**src/rtl/uart_tx_arbiter.sv**
```systemverilog
// uart_tx_arbiter: round-robin scheduler sharing one UART TX datapath
// between NUM_REQ byte producers. Grants one requester, launches its byte,
// then follows tx_busy through the whole frame before arbitrating again.
// Optional feature: define UART_TX_ARB_BURST_EN to let the granted requester
// send up to BURST_MAX back-to-back bytes without returning to IDLE.
module uart_tx_arbiter #(
  parameter int unsigned NUM_REQ       = 4,
  parameter int unsigned DATA_W        = 8,
  parameter int unsigned START_TIMEOUT = 16,
  parameter int unsigned BURST_MAX     = 4
) (
  input  logic                       clock,
  input  logic                       reset_n,
  input  logic [NUM_REQ-1:0]         req,
  input  logic [NUM_REQ*DATA_W-1:0]  req_data,
  output logic [NUM_REQ-1:0]         ack,
  output logic                       tx_start,
  output logic [DATA_W-1:0]          tx_data,
  input  logic                       tx_busy,
  output logic [$clog2(NUM_REQ)-1:0] grant_id,
  output logic                       arb_busy,
  output logic                       timeout_err
);

  localparam int unsigned ID_W  = $clog2(NUM_REQ);
  localparam int unsigned CNT_W = $clog2(START_TIMEOUT + 1);
  localparam logic [ID_W-1:0]  LAST_RST = ID_W'(NUM_REQ - 1);
  localparam logic [CNT_W-1:0] CNT_MAX  = CNT_W'(START_TIMEOUT - 1);

  typedef enum logic [1:0] {
    S_IDLE,
    S_LAUNCH,
    S_WAIT_BUSY,
    S_WAIT_DONE
  } state_e;

  state_e             state_q, state_d;
  logic [DATA_W-1:0]  tx_data_q, tx_data_d;
  logic [ID_W-1:0]    grant_q, grant_d;
  logic [ID_W-1:0]    last_q, last_d;
  logic [CNT_W-1:0]   cnt_q, cnt_d;
  logic               tout_q, tout_d;

`ifdef UART_TX_ARB_BURST_EN
  localparam int unsigned BST_W = $clog2(BURST_MAX + 1);
  localparam logic [BST_W-1:0] BST_LIMIT = BST_W'(BURST_MAX - 1);
  logic [BST_W-1:0]   burst_q, burst_d;
`endif

  logic [DATA_W-1:0]  slot [NUM_REQ];
  logic [ID_W-1:0]    win_id;

  // Unpack the per-requester byte slices.
  always_comb begin
    for (int unsigned i = 0; i < NUM_REQ; i++) begin
      slot[i] = req_data[i*DATA_W +: DATA_W];
    end
  end

  // Round-robin winner: first set request scanning last+1, last+2, ... with wrap.
  always_comb begin
    int unsigned idx;
    logic        found;
    win_id = last_q;
    found  = 1'b0;
    idx    = 0;
    for (int unsigned i = 1; i <= NUM_REQ; i++) begin
      idx = 32'(last_q) + i;
      if (idx >= NUM_REQ) idx = idx - NUM_REQ;
      if (!found && req[ID_W'(idx)]) begin
        found  = 1'b1;
        win_id = ID_W'(idx);
      end
    end
  end

  // Next-state and datapath-register logic.
  always_comb begin
    state_d   = state_q;
    tx_data_d = tx_data_q;
    grant_d   = grant_q;
    last_d    = last_q;
    cnt_d     = cnt_q;
    tout_d    = 1'b0;
`ifdef UART_TX_ARB_BURST_EN
    burst_d   = burst_q;
`endif
    case (state_q)
      S_IDLE: begin
        if (req != '0) begin
          tx_data_d = slot[win_id];
          grant_d   = win_id;
          last_d    = win_id;
          state_d   = S_LAUNCH;
`ifdef UART_TX_ARB_BURST_EN
          burst_d   = '0;
`endif
        end
      end
      S_LAUNCH: begin
        cnt_d   = '0;
        state_d = S_WAIT_BUSY;
      end
      S_WAIT_BUSY: begin
        if (tx_busy) begin
          state_d = S_WAIT_DONE;
        end else if (cnt_q == CNT_MAX) begin
          tout_d  = 1'b1;
          state_d = S_IDLE;
        end else begin
          cnt_d = cnt_q + CNT_W'(1);
        end
      end
      S_WAIT_DONE: begin
        if (!tx_busy) begin
          state_d = S_IDLE;
`ifdef UART_TX_ARB_BURST_EN
          if (req[grant_q] && (burst_q < BST_LIMIT)) begin
            tx_data_d = slot[grant_q];
            burst_d   = burst_q + BST_W'(1);
            state_d   = S_LAUNCH;
          end
`endif
        end
      end
      default: state_d = S_IDLE;
    endcase
  end

  // State and datapath registers with synchronous active-low reset.
  always_ff @(posedge clock) begin
    if (!reset_n) begin
      state_q   <= S_IDLE;
      tx_data_q <= '0;
      grant_q   <= '0;
      last_q    <= LAST_RST;
      cnt_q     <= '0;
      tout_q    <= 1'b0;
`ifdef UART_TX_ARB_BURST_EN
      burst_q   <= '0;
`endif
    end else begin
      state_q   <= state_d;
      tx_data_q <= tx_data_d;
      grant_q   <= grant_d;
      last_q    <= last_d;
      cnt_q     <= cnt_d;
      tout_q    <= tout_d;
`ifdef UART_TX_ARB_BURST_EN
      burst_q   <= burst_d;
`endif
    end
  end

  // tx_start is masked by tx_busy so the transmitter can never be
  // re-triggered while it is still in a frame.
  assign tx_start    = (state_q == S_LAUNCH) && !tx_busy;
  assign ack         = (state_q == S_LAUNCH) ? (NUM_REQ'(1) << grant_q) : '0;
  assign tx_data     = tx_data_q;
  assign grant_id    = grant_q;
  assign arb_busy    = (state_q != S_IDLE);
  assign timeout_err = tout_q;

endmodule

```
**config.mk**
```make
export PLATFORM = sky130hd
export DESIGN_NAME = uart_tx_arbiter
export DESIGN_NICKNAME = d
export VERILOG_FILES = /design/src/rtl/uart_tx_arbiter.sv
export SDC_FILE = /design/constraint.sdc
export NUM_CORES = 1
export LEC_CHECK = 0
export CAP_MARGIN = 40
export CORE_MARGIN = 1
export CORE_UTILIZATION = 40
export CTS_CLUSTER_DIAMETER = 80
export DETAILED_ROUTE_END_ITERATION = 10
export PLACE_DENSITY = 0.9
export SYNTH_ARGS = -nofsm -noshare
export SYNTH_HDL_FRONTEND = slang
export SYNTH_SLANG_ARGS = --single-unit
```
**constraint.sdc**
```tcl
create_clock -name clock -period 2.25 [get_ports clock]
set_clock_uncertainty 0.05 [all_clocks]
set_input_delay 0.3375 -clock clock [delete_from_list [all_inputs] [get_ports clock]]
set_output_delay 0.3375 -clock clock [all_outputs]
set_load 0.03 [all_outputs]
```
Word-level counts from Yosys, hierarchy flattened

Index checks and enable logic that the tools add are counted.

Word-level logic and storage cells: 85
Register bits: 20
Output and inout port bits: 17
Input bits: 39

Add/subtract/negate cells: 9
Mux-type cells: 32
Shifts and indexed selects: 1
Reduce and logical (&&, ||, !) cells: 16
Bitwise logic cells: 3
Equality and inequality tests: 9
Order comparisons: 9

Operators by type and width:

| kind                                                              | number |
|---|---|
| two-way mux 2 bit                                                 | 12 |
| binary-select mux 8 bit (select 2 bit)                            | 1 |
| two-way mux 8 bit                                                 | 2 |
| greater-or-equal comparator 3 bit, second input constant          | 4 |
| less-than comparator 2 x 3 -> 1 bit, second input constant        | 4 |
| two-way mux 5 bit                                                 | 2 |
| case mux 5 bit (2 select lines)                                   | 1 |
| binary-select mux 1 bit (select 2 bit)                            | 4 |
| two-way mux 1 bit                                                 | 8 |
| inequality test 2 bit, second input constant                      | 4 |
| case mux 2 bit (4 select lines)                                   | 1 |
| subtractor 2 x 1 -> 2 bit, second input constant                  | 4 |
| adder 2 x 2 -> 3 bit, second input constant                       | 2 |
| AND reduction 3 bit                                               | 2 |
| adder 5 x 1 -> 5 bit, second input constant                       | 1 |
| == test 5 x 4 -> 1 bit, second input constant                     | 1 |
| adder 2 x 3 -> 4 bit, second input constant                       | 1 |
| == test 2 bit, second input constant                              | 2 |
| greater-or-equal comparator 4 x 3 -> 1 bit, second input constant | 1 |
| logical AND 1 bit                                                 | 4 |
| logical NOT 1 bit                                                 | 4 |
| two-way mux 4 bit                                                 | 1 |
| nonzero test 2 bit                                                | 2 |
| nonzero test 4 bit                                                | 1 |
| 9 further kinds                                                   | 10 |

Depth between registers and ports, before layout

Gate-level depths: netlist of the first run.

Word-level depth: 19
Mapped depth: 7
Gate-level depth less buffers: 7

Worst setup path after synthesis of the first run

No wires, ideal clock.

Path type: reg2out
From: reg state_q[0]
To: out ack[2]
Arrival time: 1.549 ns
Data required time: 1.862 ns
Path slack: 0.313 ns
Stages on the path, launching flop included: 4
Path buffers: 1
Path through: dfxtp_1 > or2b_1 > clkbuf_1 > nor3b_1

Cells in the longest elaborated chain, start to end: 2

RTL lines:

| what                   | RTL line | text |
|---|---|---|
| from (decl)            | 37       | `state_e state_q, state_d;` |
| from (signal assigned) | 143      | `state_q <= state_d;` |
| == test 2 x 1 -> 1 bit | 158      | `assign ack = (state_q == S_LAUNCH) ? (NUM_REQ'(1) << grant_q) : '0;` |
| two-way mux 4 bit      | 158      |  |
| to (decl)              | 16       | `output logic [NUM_REQ-1:0] ack,` |

Every way passes these cells.

Final worst setup path of the first run

From: reg state_q[1]
To: out ack[2]

The elaborated chain is that of the path after synthesis.

==> flow_summary_export.csv, run 1 <==
group,metric,value,unit
clocking,cts.sinks,20,
clocking,cts_setup_buffers,0,
sta,setup_tns,0,ns
clocking,ctsHoldBuffers,0,
clocking,htreeDepth,1,
finish,fin_cells,209,
min_path,hp-class,"reg2reg",
finish,diodes,0,
route,top_layer_used,"met4",
route,drt_iter0_markers,23,
sta,setup_violations,0,
logic_synthesis,syn_area_per_cell,9.21,um2
global_routing,overflow,0,
logic_synthesis,ys_seq_elements,20,
finish,final_common_cell,"clkdlybuf4s50_1",
route,wl_met2,1660,um
finish,layout_common_cells,"clkdlybuf4s50_1, dfxtp_1, mux2i_1, nand3_1, nor2_1",
route,antenna_left,0,
logic_synthesis,yosysSeqAreaShare,0.356,
route,vias,1156,
global_routing,grt_max_degree,17,
clocking,clkTransAtPathRegs,0.12,ns
logic_synthesis,syn_area,1120,um2
logic_synthesis,synth_cell_types,30,
pwr,irDropWorstVdd,624,uV
finish,drive_gt1_frac,0.0670,
critical_path,end_kind,"output port",
global_routing,antenna_found_initial,0,
floorplan,fp.dieH,55,um
place,port_buffers,55,
route,wl_met3,139,um
place,place_congestion,0.846,
clocking,cts_tree,"yes",
floorplan,pin_count,56,
pwr,finalPower,1.28,mW
sta,slew_headroom,0.695,
sta,max_slew.worst_pin.slew,0.454,ns
critical_path,arrival,1.68,ns
global_routing,grt_pass1_vias,1065,
logic_synthesis,syn_nets,163,
clocking,cts_buffers,3,
critical_path,required,1.86,ns
route,route.detailed.drc,0,
finish,post-route-util,0.675,
global_routing,grt_pass1_wl,4570,um
logic_synthesis,ys_warn_count,0,
finish,n_fill_cell,208,
route,dr.pass1.iters,5,
sta,rsz0062_at_grt,"no",
status,status,"complete, no violations",
clocking,clock_path_buffers,2,
sta,post-route-min-period,2.07,ns
route,met1_length,1280,um
logic_synthesis,synth_cells,122,
floorplan,rows,18,
finish,final_nets,221,
critical_path,critical_path_class,"reg2out",
pwr,p_leak,0.736,nW
place,hpwl,2320,um
route,viasPerCell,5.53,
finish,synthToLayoutAreaGrowth,54.3,%
clocking,clock_latency,0.30,ns
route,wl,3130,um
job,drv_cap,0,
floorplan,dieArea,3030,um2
place,dp_cells,205,
sta,report.final.slew_viol_count,0,
floorplan,start_util,0.438,
sta,fmax,483,MHz
clocking,clock-root-buffer,"clkbuf_4",
global_routing,grt_use_total,0.216,
sta,hold_viol,0,
pwr,power_density,736,nW/um2
critical_path,path_max_fanout,9,
floorplan,core-area,2570,um2
sta,finalCritPeriodShare,0.921,
floorplan,fp.dieW,55,um
critical_path,startpoint_type,"flop",
route,wire_per_inst,15.0,um
-- stage by stage --
| stage | worst slack [ns] | area, um2 | hold WS (ns) |
|---|---|---|---|
| after floorplan | 0.313 | 1120 | 0.414 |
| after global placement | 0.223 | 1680 | 0.416 |
| after detailed placement | 0.0767 | 1680 | 0.432 |
| after CTS | 0.0150 | 1730 | 0.463 |
| after global routing | 0.0767 | 1730 | 0.495 |
| final | 0.179 | 1730 | 0.455 |
-- metal layers --
layer,vias up,global-route usage
met5,-,0
met4,0,0.0958
met3,4,0.0574
met2,36,0.384
met1,549,0.240
li1,567,-
-- worst paths after layout --
kind | from | to | slack, ns | cells past startpoint
max | state_q[1] | ack[2] | 0.18 | 3
min | tx_data[5] | tx_data[5] | 0.46 | 2
max reg2reg | cnt_q[0] | cnt_q[3] | 0.37 | 7
min reg2reg | tx_data[5] | tx_data[5] | 0.46 | 2
-- cell type report --
cell class              instances  area [um2]  area share
multi-input cells              93         641       0.369
clock inverters                 1        30.0      0.0173
inverters                       3        11.3     0.00649
clock buffers                   3        22.5      0.0130
well taps                      30        37.5      0.0216
flip-flops and latches         20         400       0.231
repair buffers                 59         592       0.341
-- synth_stat cells, drive strengths merged --
master	n	area share
a211o	1	0.0078
a21oi	8	0.036
a31oi	1	0.0056
and3	1	0.0056
and3b	1	0.0089
and4b	1	0.0089
buf	4	0.048
clkbuf	2	0.016
dfxtp	20	0.36
ha	2	0.022
inv	3	0.010
mux2i	17	0.15
nand2	6	0.020
nand2b	3	0.017
nand3	11	0.049
nand4	1	0.0056
nor2	10	0.033
nor3	4	0.028
nor3b	3	0.020
nor4	2	0.011
o21ai	5	0.022
o221ai	8	0.062
o31ai	1	0.0067
or2	2	0.016
or2b	1	0.0067
or3	2	0.011
xor2	2	0.016
-- cells by family after synthesis --
group | synth area share
AOI/OAI and AO/OA | 0.140
xor gates and xnor gates | 0.0156
adders and majority gates | 0.0223
buffers and inverters | 0.0735
DFF | 0.356
muxes | 0.151
and+or+nand+nor | 0.241
-- power breakdown --
group | switching, mW | total, mW | internal, mW
Sequential | 0.0469 | 0.454 | 0.407
Combinational | 0.273 | 0.532 | 0.259
Clock | 0.110 | 0.290 | 0.180
Total | 0.430 | 1.28 | 0.847
-- sequential cells by signal, indices dropped and copies added, names as in the netlist --
name and count:
tx_data 8, timeout_err 1, cnt_q 5, state_q 2, last_q 2, grant_id 2
-- repair_timing --
item,4_1_cts,5_1_grt
setup endpoints to repair,3,1
resized for setup,3,1
endpoints found under the hold margin,0,0
-- worst max-delay path: stages, from the launching register on --
cell and delay [ns]:
dfxtp_1 0.37, or2b_1 0.36, nor3b_1 0.23, dlygate4sd2_1 0.42
Note: power is estimated with default switching activity, not from simulation.
==> run 2: changes to the inputs <==
- CAP_MARGIN: 40 -> 20
- PLACE_DENSITY: 0.9 -> 0.8
==> run 2 against run 1 <==
Compared with the run above: cell count unchanged; critical endpoint is now tx_start; critical path depth unchanged; hold slack got worse by 0.0030 ns; utilization decreased by 0.73 points; global-route usage decreased by 1.9 points; sequential cell count unchanged; critical path type unchanged; worst setup slack got worse by 0.12 ns; cell area decreased by 1.1%; fmax decreased by 5.7%; first-iteration DRC count decreased by 8.7%.
==> flow_summary_export.csv, run 2 (same netlist as run 1, synthesis figures left out) <==
group,metric,value,unit
global_routing,met3_usage,0.0191,
critical_path,crit_chain,"or2b_1, nor2_1, clkdlybuf4s50_1",
global_routing,grt_max_degree,17,
finish,n_fill_cell,209,
pwr,irDropWorstVdd,428,uV
clocking,clkTransAtPathRegs,0.11,ns
global_routing,use_met1,0.233,
pwr,p_leak,0.712,nW
finish,drive_gt1_frac,0.0670,
critical_path,critical_path_class,"reg2out",
finish,synthToLayoutAreaGrowth,52.7,%
critical_path,arrival,1.81,ns
clocking,cts_tree,"yes",
sta,hold_viol,0,
sta,setup_violations,0,
sta,setup_ws,0.0544,ns
global_routing,overflow,0,
floorplan,fp.dieH,55,um
route,route.detailed.drc,0,
clocking,cts.sinks,20,
floorplan,start_util,0.438,
global_routing,grt_pass1_wl,4260,um
critical_path,startpoint_type,"flop",
critical_path,cp_top_family,"buffers and inverters",
floorplan,pin_count,56,
clocking,ctsHoldBuffers,0,
floorplan,rows,18,
global_routing,use_met2,0.341,
global_routing,grt_use_total,0.197,
critical_path,end_kind,"output port",
clocking,clock-root-buffer,"clkbuf_4",
min_path,hp-class,"reg2reg",
floorplan,dieArea,3030,um2
place,port_buffers,55,
critical_path,path_max_fanout,9,
route,vias,1155,
floorplan,fp.dieW,55,um
route,dr.pass1.iters,4,
finish,layout_common_cells,"clkdlybuf4s50_1, dfxtp_1, mux2i_1, nand3_1, nor2_1",
global_routing,antenna_found_initial,0,
sta,fmax,455,MHz
finish,diodes,0,
route,drt_iter0_markers,21,
global_routing,grt-busiest-layer,"met2",
finish,final_common_cell,"clkdlybuf4s50_1",
sta,finalCritPeriodShare,0.976,
finish,final_nets,221,
critical_path,path_buf_inv,1,
place,dp_slack,0.0918,ns
sta,setup_tns,0,ns
floorplan,core-area,2570,um2
sta,max_slew.worst_pin.slew,0.459,ns
job,drv_cap,0,
global_routing,grt_pass1_vias,1051,
route,viasPerCell,5.53,
critical_path,required,1.86,ns
sta,slew_headroom,0.693,
clocking,clock_path_buffers,2,
pwr,power_density,694,nW/um2
status,status,"complete, no violations",
finish,largest_reg_flops,8,
route,antenna_left,0,
critical_path,crit_path_max_incr_delay,0.67,ns
sta,rsz0062_at_grt,"no",
clocking,cts_buffers,3,
sta,report.final.slew_viol_count,0,
clocking,clock_latency,0.29,ns
route,wire_per_inst,14.2,um
clocking,htreeDepth,1,
critical_path,slowest_stage,"clkdlybuf4s50_1",
place,place_congestion,0.859,
route,wl,2970,um
place,hpwl,2360,um
sta,post-route-min-period,2.20,ns
[run 2: metal layers]
| layer | vias up | routed length, um |
|---|---|---|
| li1 | 568 | - |
| met1 | 548 | 1250 |
| met2 | 33 | 1570 |
| met3 | 6 | 87 |
| met4 | 0 | 62 |
| met5 | - | 0 |
[run 2: worst reg2reg max path: cells and delay by family, from the launching register on]
kind | cells | cell delay (ns)
simple gates | 4 | 0.78
fa+ha+maj | 2 | 0.43
flops | 1 | 0.35
xor+xnor | 1 | 0.16
[run 2: per-stage QoR]
stage          instance area [um2]   util  hold WS (ns)  total power [mW]  std cells
4_1_cts                       1720  0.668         0.450              1.20        209
3_5_place_dp                  1680  0.655         0.423             0.994        205
6_report                      1720  0.668         0.452              1.19        209
5_1_grt                       1720  0.668         0.474              1.25        209
2_1_floorplan                 1120      -         0.414             0.788        122
3_3_place_gp                  1680  0.655         0.416             0.977        205
[run 2: what timing repair did]
action / in CTS / in global routing
resized for setup: 3 / 0
setup buffers: 0 / 0
endpoints found under the setup margin: 3 / 0
[run 2: final timing paths]
path | startpoint | endpoint | slack (ns) | cells after the start
min reg2reg | tx_data[2] | tx_data[2] | 0.45 | 2
max | state_q[1] | tx_start | 0.05 | 3
max reg2reg | cnt_q[0] | cnt_q[3] | 0.37 | 7
min | tx_data[2] | tx_data[2] | 0.45 | 2
[run 2: power breakdown]
part | switching [mW] | internal, mW | total, mW
clock network | 0.108 | 0.0985 | 0.206
registers | 0.0450 | 0.407 | 0.452
logic | 0.272 | 0.260 | 0.532
[run 2: area by class of cell]
cell class / instances / area (um2) / share of cell area
multi-input cells: 93 / 641 / 0.373
repair buffers: 59 / 589 / 0.344
flip-flops and latches: 20 / 400 / 0.233
well taps: 30 / 37.5 / 0.0219
clock buffers: 4 / 36.3 / 0.0212
inverters: 3 / 11.3 / 0.00656
